[src/rtl/fetch_unit.sv]
// Instruction fetch stage: owns the PC and holds each instruction for two execute cycles.
// Optional MISALIGN_TRAP_EN halts the stage on a misaligned jump target instead of aligning it.
module fetch_unit #(
  parameter logic [31:0] RESET_PC  = 32'h0000_0000,
  parameter logic [31:0] NOP_INSTR = 32'h0000_0013
) (
  input  logic        clk,
  input  logic        rst,
  input  logic        stall,
  input  logic        j_signal,
  input  logic [31:0] jump,
  input  logic [31:0] imem_rdata,
  output logic [31:0] imem_addr,
  output logic [31:0] instr_out,
  output logic [31:0] pc_output,
  output logic        instr_valid,
  output logic        exec_phase,
  output logic        misaligned,
  output logic [31:0] instret
);

`ifdef MISALIGN_TRAP_EN
  typedef enum logic [2:0] {FETCH, LATCH, EXEC_B, EXEC_A, HALT} state_t;
`else
  typedef enum logic [1:0] {FETCH, LATCH, EXEC_B, EXEC_A} state_t;
`endif

  state_t      state, state_next;
  logic [31:0] pc, next_pc, pc_plus4, jump_target;
  logic        take_jump;

`ifdef MISALIGN_TRAP_EN
  logic bad_jump, misaligned_q, trap_pending;

  assign bad_jump    = j_signal && (jump[1:0] != 2'b00);
  assign take_jump   = j_signal && !bad_jump;
  assign jump_target = jump;
  assign misaligned  = misaligned_q;
`else
  assign take_jump   = j_signal;
  assign jump_target = jump & ~32'd3;
  assign misaligned  = 1'b0;
`endif

  assign pc_plus4   = pc + 32'd4;
  assign imem_addr  = pc;
  assign exec_phase = (state == EXEC_B);

  always_comb begin
    state_next = state;
    case (state)
      FETCH:  state_next = LATCH;
      LATCH:  state_next = EXEC_B;
      EXEC_B: state_next = EXEC_A;
`ifdef MISALIGN_TRAP_EN
      EXEC_A: state_next = trap_pending ? HALT : FETCH;
      HALT:   state_next = HALT;
`else
      EXEC_A: state_next = FETCH;
`endif
      default: state_next = FETCH;
    endcase
  end

  always_ff @(posedge clk) begin
    if (!rst) begin
      state       <= FETCH;
      pc          <= RESET_PC;
      next_pc     <= RESET_PC;
      pc_output   <= RESET_PC;
      instr_out   <= NOP_INSTR;
      instr_valid <= 1'b0;
      instret     <= 32'd0;
`ifdef MISALIGN_TRAP_EN
      misaligned_q <= 1'b0;
      trap_pending <= 1'b0;
`endif
    end else if (!stall) begin
      state <= state_next;
      case (state)
        LATCH: begin
          instr_out   <= imem_rdata;
          pc_output   <= pc;
          instr_valid <= 1'b1;
        end
        EXEC_B: begin
          next_pc <= take_jump ? jump_target : pc_plus4;
`ifdef MISALIGN_TRAP_EN
          if (bad_jump) begin
            misaligned_q <= 1'b1;
            trap_pending <= 1'b1;
          end
`endif
        end
        EXEC_A: begin
          instr_out   <= NOP_INSTR;
          instr_valid <= 1'b0;
`ifdef MISALIGN_TRAP_EN
          // A trapped instruction does not retire and leaves the PC where it was.
          if (!trap_pending) begin
            pc      <= next_pc;
            instret <= instret + 32'd1;
          end
`else
          pc      <= next_pc;
          instret <= instret + 32'd1;
`endif
        end
        default: ;
      endcase
    end
  end

endmodule

[config.mk]
export PLATFORM = sky130hd
export DESIGN_NAME = fetch_unit
export DESIGN_NICKNAME = d
export VERILOG_FILES = /design/src/rtl/fetch_unit.sv
export SDC_FILE = /design/constraint.sdc
export NUM_CORES = 1
export LEC_CHECK = 0
export BUFFER_PORTS_ARGS = -buffer_cell sky130_fd_sc_hd__buf_2
export CORE_MARGIN = 2
export CORE_UTILIZATION = 56
export CTS_CLUSTER_SIZE = 24
export DETAILED_ROUTE_END_ITERATION = 10
export PLACE_DENSITY = 0.81
export SKIP_CTS_REPAIR_TIMING = 1
export SYNTH_ARGS = -nofsm -noshare
export SYNTH_HDL_FRONTEND = slang
export SYNTH_SLANG_ARGS = --single-unit
[constraint.sdc]
create_clock -name clk -period 3.9 [get_ports clk]
set_clock_uncertainty 0.2 [all_clocks]
set_input_delay 0.585 -clock clk [delete_from_list [all_inputs] [get_ports clk]]
set_output_delay 0.585 -clock clk [all_outputs]
set_load 0.01 [all_outputs]
==> results.ini, run 1 <==
[place]
port_buffers=195
dp_hpwl_um=11460
place_inst=1152
place.gp.congestion=0.7907
postPlaceCellArea_mm2=0.008003

[clocking]
clk_pin_slew_ps=60
clk_latency_ps=420
cts_made_buffers=17
root_buffer=clkbuf_16
cts_sinks=163
h-tree-depth=4
cts_buffer_depth=2
tritoncts=done

[layout]
nets=1077
syn_to_final_growth_pct=23.21
nFillCells=1011
antenna_cells=0
multi_input_area_mm2=0.003420
seq_area_mm2=0.003263
final_common_cell=buf_2
layout.cells.non_filler=1184
mostFrequentLayoutCells=195 x buf_2, 175 x nand2_1, 163 x dfxtp_1, 101 x a21oi_1, 71 x nor2_1
fin_util_pct=71.19
fin_area_mm2=0.008622
drive_gt1_share_pct=25.89

[yosys]
synth_ff_type=dfxtp_1
synth.distinct_cells=42
syn_inst=846
synth_nets=920
netlist_area_mm2=0.006998
ys_seq_area_share_pct=46.63
yosysWarnings=0
synth-edff-count=0
synthArstFlopShare_pct=0
avgSynthCellArea_um2=8.272
synth_seq_cells=163

[sta]
period_share_pct=62.53
hold_slack_ps=179.8
rsz0062_at_grt=no
max_freq_ghz=0.4101
setup_viol=0
hold_violations=0
fin_crit_ps=2439
setup_tns_ps=0
worstMarginPinSlew_ps=804.2
drv_slew=0
relSlewSlack_pct=46.38

[power]
p_per_area_mw_per_mm2=424.4
ir_drop_v=0.0004365
leakage_nw=3.468

[route]
wl_per_cell_um=14.80
drtIter0Drc=443
m1WireLength_um=7739
top_layer=met4
vias_per_cell=5.420
postRouteAntennaNets=0
wl_met2_um=8300
met3WireLength_um=1130
routed_wl_um=17530
num_vias=6417
first_pass_iters=5
drc=0

[global_routing]
grt_pass1_vias=5923
overflow=0
grt_pass1_wl_um=28190
grt_max_degree=83
antenna_found_initial=0
grt_usage_pct=26.24

[die]
ioPinCount=199
dieHeight_um=115.8
initial_core_util_pct=57.78
rows=40
die-area_mm2=0.01341
die_w_um=115.8
core_mm2=0.01211

[setup_path]
timing.rr.end=instret[31]
crit_required_ps=4060
r2r_cells=5
start_kind=flop
critPathMaxFanout=11
endpoint_kind=flop
rrSetupSlack_ps=1460
crit_arrival_ps=2600
path_class=flop to flop
r2r-start=instret[12]

[hold_path]
hp-class=primary input to flop
holdPathEnd=instr_out[4]
hold_path.startpoint=imem_rdata[4]
min_delay_path_depth=3

[flow_run]
cap_violations=0

[status]
outcome=complete, no violations

-- how the worst max path moves through the flow --
stage | startpoint | cells past startpoint | end
floorplan | stall | 8 | instr_out[23]
global placement | rst | 4 | instr_valid
detailed placement | stall | 6 | instr_out[26]
CTS | instret[12] | 5 | instret[31]
global route | instret[12] | 5 | instret[31]
finish | instret[12] | 5 | instret[31]
-- state kept, by name (all words and copies together) (netlist names) --
register and cells:
instr_out 32, state 2, next_pc 32, instret 32, pc_output 32, imem_addr 32, instr_valid 1
-- cell type report --
class	count	area share [%]
sequential	163	37.85
timing repair buffer	206	12.28
clock inverter	10	1.799
clock buffer	22	5.384
inverter	13	0.5950
multi-input combinational	602	39.66
tap	168	2.438
-- worst max-delay path, cell delays in order, from the launching register on --
cell	delay (ps)
dfxtp_1	440
and4_1	290
nand4_1	540
nand2b_1	440
nor4_1	310
o21bai_1	160
-- Yosys cell counts, drive strengths merged, types with 3 or more instances --
library cell | n | area [µm²]
a211oi | 3 | 22.52
a21oi | 101 | 505.5
a22oi | 29 | 217.7
a31oi | 3 | 18.77
and2 | 4 | 25.02
and3 | 14 | 87.58
and4 | 9 | 78.83
buf | 18 | 98.84
clkbuf | 50 | 187.7
dfxtp | 163 | 3263
ha | 6 | 75.07
inv | 13 | 48.80
mux2i | 6 | 60.06
nand2 | 175 | 656.9
nand2b | 6 | 37.54
nand3 | 24 | 120.1
nand3b | 12 | 90.09
nand4 | 19 | 155.2
nor2 | 73 | 274.0
nor2b | 3 | 18.77
nor3 | 12 | 80.08
nor4 | 15 | 181.4
o211ai | 10 | 75.07
o21ai | 9 | 45.04
o22ai | 7 | 43.79
xnor2 | 41 | 359.1
xor2 | 12 | 105.1
-- stage by stage --
step	setup WS (ps)	total power, mW
5_1_grt	1343	3.773
4_1_cts	1462	3.677
3_3_place_gp	1422	1.945
6_report	1462	3.659
3_5_place_dp	1436	1.949
2_1_floorplan	1884	1.865
-- layer usage --
layer  vias to the layer above  GRT usage, %
li1                       3191             -
met1                      2979         34.08
met2                       216         42.30
met3                        31         7.165
met4                         0         9.206
met5                         -             0
-- kinds of logic (layout without fill, tap and decap cells) --
| logic type | Yosys count | after routing | share of synthesized area (%) |
|---|---|---|---|
| fa+ha+maj | 6 | 6 | 1.073 |
| simple gates | 370 | 370 | 26.25 |
| compound gates | 166 | 166 | 13.71 |
| buf+inv | 81 | 251 | 4.792 |
| mux | 6 | 6 | 0.8582 |
| xor+xnor | 53 | 53 | 6.633 |
| other cells | 1 | 1 | 0.05359 |
| flops | 163 | 163 | 46.63 |
-- power breakdown --
group / internal (mW) / total, mW / switching [mW]
logic: 0.0772 / 0.209 / 0.131
registers: 1.69 / 1.70 / 0.0136
clock network: 1.10 / 1.75 / 0.646
Power figures use the tool's default switching activity.
==> run 2: changes to the inputs <==
CORE_UTILIZATION = 47   (was 56)
PLACE_DENSITY = 0.72   (was 0.81)
clock period = 2.1 ns   (was 3.9 ns; I/O delays follow)
==> results.ini, run 2 (synthesis gave the netlist of run 1 again) <==
[place]
port_buffers=195
postPlaceCellArea_mm2=0.008383
post-place-ws_ps=-84.68
dp_hpwl_um=12780
place_inst=1207
place.gp.congestion=0.7961

[global_routing]
grt_usage_pct=23.74
antenna_found_initial=0
grt_max_degree=47
overflow=0
grt_pass1_vias=6248
grt_pass1_wl_um=30710

[setup_path]
crit_required_ps=2200
start_kind=flop
critPathMaxFanout=9
crit_arrival_ps=2040
rrSetupSlack_ps=150
path_class=flop to flop
endpoint_kind=flop

[layout]
syn_to_final_growth_pct=33.85
nets=1148
mostFrequentLayoutCells=195 x buf_2, 174 x nand2_1, 163 x dfxtp_1, 101 x a21oi_1, 70 x nor2_1
layout.cells.non_filler=1271
final_common_cell=buf_2
drive_gt1_share_pct=28.33
fin_area_mm2=0.009366
antenna_cells=0
fin_util_pct=64.45
nFillCells=1246

[sta]
rsz0062_at_grt=no
max_freq_ghz=0.5133
worstMarginPinSlew_ps=700.3
setup_tns_ps=0
hold_violations=1
fin_crit_ps=1948
hold_slack_ps=-33.42
drv_slew=0
setup_ws_ps=151.8
period_share_pct=92.77
relSlewSlack_pct=53.20
setup_viol=0

[route]
num_vias=6742
drtIter0Drc=498
drc=0
first_pass_iters=5
routed_wl_um=19620
wl_per_cell_um=15.44
postRouteAntennaNets=0
vias_per_cell=5.304

[clocking]
clk_pin_slew_ps=60
h-tree-depth=4
root_buffer=clkbuf_16
cts_made_buffers=17
cts_sinks=163
clk_latency_ps=430
tritoncts=done
cts_buffer_depth=2

[die]
ioPinCount=199
dieHeight_um=126.0
die-area_mm2=0.01588
initial_core_util_pct=48.15
die_w_um=126.0
rows=44
core_mm2=0.01453

[power]
p_per_area_mw_per_mm2=745.4
leakage_nw=3.836
ir_drop_v=0.0006047
finalPower_mw=6.982

[status]
outcome=complete, but fails checks
violations=hold timing

[hold_path]
hp-class=primary input to flop

[flow_run]
cap_violations=0

-- run 2: cell types whose count changed in the layout (fill, tap and decap cells not counted), sizes merged --
cell	delta
clkinv	-1
clkbuf	+1
buf	+39
dlygate4sd3	+32
-- run 2: power by group --
group / internal, mW / leakage [nW] / switching [mW] / total, mW
combinational: 0.202 / 2.21 / 0.270 / 0.472
clock: 2.11 / 0.309 / 1.23 / 3.34
sequential: 3.14 / 1.32 / 0.0278 / 3.17
total: 5.45 / 3.84 / 1.53 / 6.98
-- run 2: path summary, 6_finish.rpt --
check	startpoint	endpoint	cells after the start
worst max-delay path	imem_addr[3]	next_pc[24]	6
worst min-delay path	imem_rdata[16]	instr_out[16]	3
worst min register to register	next_pc[1]	imem_addr[1]	2
worst max register to register	imem_addr[3]	next_pc[24]	6
-- run 2: worst max-delay path, cell delays in order (launching register included) --
cell	delay, ps
dfxtp_1	420
ha_1	190
and2_1	210
nand4_4	220
nor3_1	310
xnor2_1	160
o22ai_1	100
-- run 2: layer usage --
metal | routed length [µm] | vias up | GRT usage, %
met5 | 0 | - | 0
met1 | 8374 | 3169 | 29.87
met2 | 9830 | 200 | 40.16
li1 | - | 3338 | -
met4 | 461 | 0 | 8.274
met3 | 954 | 35 | 5.395
-- run 2: final cells by class --
cell class                      instances  area, µm²  share of cell area, %
Clock buffer                           23      488.0                  5.210
Clock inverter                          9      150.1                  1.603
Inverter                               13      51.30                 0.5477
Multi-Input combinational cell        602       3450                  36.83
Sequential cell                       163       3263                  34.84
Tap cell                              184      230.2                  2.458
Timing Repair Buffer                  277       1734                  18.51
==> run 3: changes to the inputs <==
RECOVER_POWER = 100   (was unset)
==> results.ini, run 3 (synthesis gave the netlist of run 1 again) <==
[sta]
max_freq_ghz=0.5088
worstMarginPinSlew_ps=684.2
hold_slack_ps=-27.58
hold_violations=1
drv_slew=0
period_share_pct=93.59
relSlewSlack_pct=54.28
fin_crit_ps=1965
setup_tns_ps=0
rsz0062_at_grt=no
setup_viol=0

[global_routing]
grt_pass1_vias=6248
overflow=0
globalRouteMet1Util_pct=29.87
grt_pass1_wl_um=30710
globalRouteMet2Util_pct=40.16
use_met3_pct=5.395
antenna_found_initial=0
grt_max_degree=47
top_usage_layer=met2
grt_usage_pct=23.74

[layout]
nets=1148
mostFrequentLayoutCells=174 x nand2_1, 163 x dfxtp_1, 134 x clkbuf_1, 101 x a21oi_1, 89 x buf_2
syn_to_final_growth_pct=29.86
final_common_cell=nand2_1
antenna_cells=0
fin_util_pct=62.53
layout.cells.non_filler=1271
drive_gt1_share_pct=15.36

[setup_path]
crit_arrival_ps=2060
path_class=flop to flop
endpoint_kind=flop
start_kind=flop
crit_required_ps=2190
critPathMaxFanout=9

[route]
drc=0
wl_per_cell_um=15.49
num_vias=6735
routed_wl_um=19690
drtIter0Drc=434
vias_per_cell=5.299
first_pass_iters=6
postRouteAntennaNets=0

[clocking]
clk_latency_ps=430
tritoncts=done
clk_pin_slew_ps=60
h-tree-depth=4
cts_sinks=163
cts_buffer_depth=2
cts_made_buffers=17
root_buffer=clkbuf_16

[die]
core_mm2=0.01453
die-area_mm2=0.01588
die_w_um=126.0
initial_core_util_pct=48.15
rows=44
ioPinCount=199
dieHeight_um=126.0

[power]
swShare_pct=21.90
finalPower_mw=6.970
clock_power_share_pct=47.9
p_switching_mw=1.527
intPower_mw=5.443
p_per_area_mw_per_mm2=767.0
leakage_nw=3.271
comb_power_share_pct=6.6
pwr-share-seq_pct=45.5
ir_drop_v=0.0006024

[place]
dp_hpwl_um=12780
port_buffers=195
place_inst=1207
place.gp.congestion=0.7961

[flow_run]
cap_violations=0

[hold_path]
hp-class=primary input to flop

[status]
violations=hold timing
outcome=complete, but fails checks

## run 3: power groups by stage
| stage | clock [mW] | sequential, mW | combinational, mW |
|---|---|---|---|
| floorplan | 0 | 3.24 | 0.218 |
| global placement | 0 | 3.23 | 0.413 |
| detailed placement | 0 | 3.23 | 0.418 |
| CTS | 3.39 | 3.16 | 0.420 |
| global route | 3.52 | 3.17 | 0.503 |
| finish | 3.34 | 3.17 | 0.461 |
## run 3: per-stage QoR
| stage | setup slack (ps) | instance area [µm²] | hold WS [ps] |
|---|---|---|---|
| 6_report | 134.6 | 9087 | -27.58 |
| 5_1_grt | 14.87 | 9087 | 1.913 |
| 4_1_cts | -102.7 | 9021 | -107.9 |
| 3_5_place_dp | -84.68 | 8383 | 243.5 |
| 3_3_place_gp | -46.42 | 8383 | 236.5 |
| 2_1_floorplan | 218.3 | 6998 | 231.2 |
## run 3: area by class of cell
| cell class | instances | area [µm²] |
|---|---|---|
| Clock buffer | 23 | 488.0 |
| Clock inverter | 9 | 150.1 |
| Fill cell | 1334 | 5446 |
| Inverter | 13 | 51.30 |
| Multi-Input combinational cell | 602 | 3401 |
| Sequential cell | 163 | 3263 |
| Tap cell | 184 | 230.2 |
| Timing Repair Buffer | 277 | 1504 |
## run 3: worst paths after layout
kind / startpoint / to / slack, ps / depth (start not counted)
worst max-delay path: imem_addr[3] / next_pc[24] / 130 / 6
worst min-delay path: imem_rdata[16] / instr_out[16] / -30 / 3
worst max register to register: imem_addr[3] / next_pc[24] / 130 / 6
worst min register to register: next_pc[1] / imem_addr[1] / 250 / 2
## run 3: per-layer routing
| metal | wire length, µm | part of all wire [%] |
|---|---|---|
| met1 | 8504 | 43 |
| met3 | 930 | 4.7 |
| met4 | 459 | 2.3 |
| met2 | 9796 | 50 |
| met5 | 0 | 0 |
## run 3: worst max-delay path, cell delays in order, from the launching register on
cell and delay, ps:
dfxtp_1 430, ha_1 200, and2_1 210, nand4_4 230, nor3_1 320, xnor2_1 160
o22ai_1 100
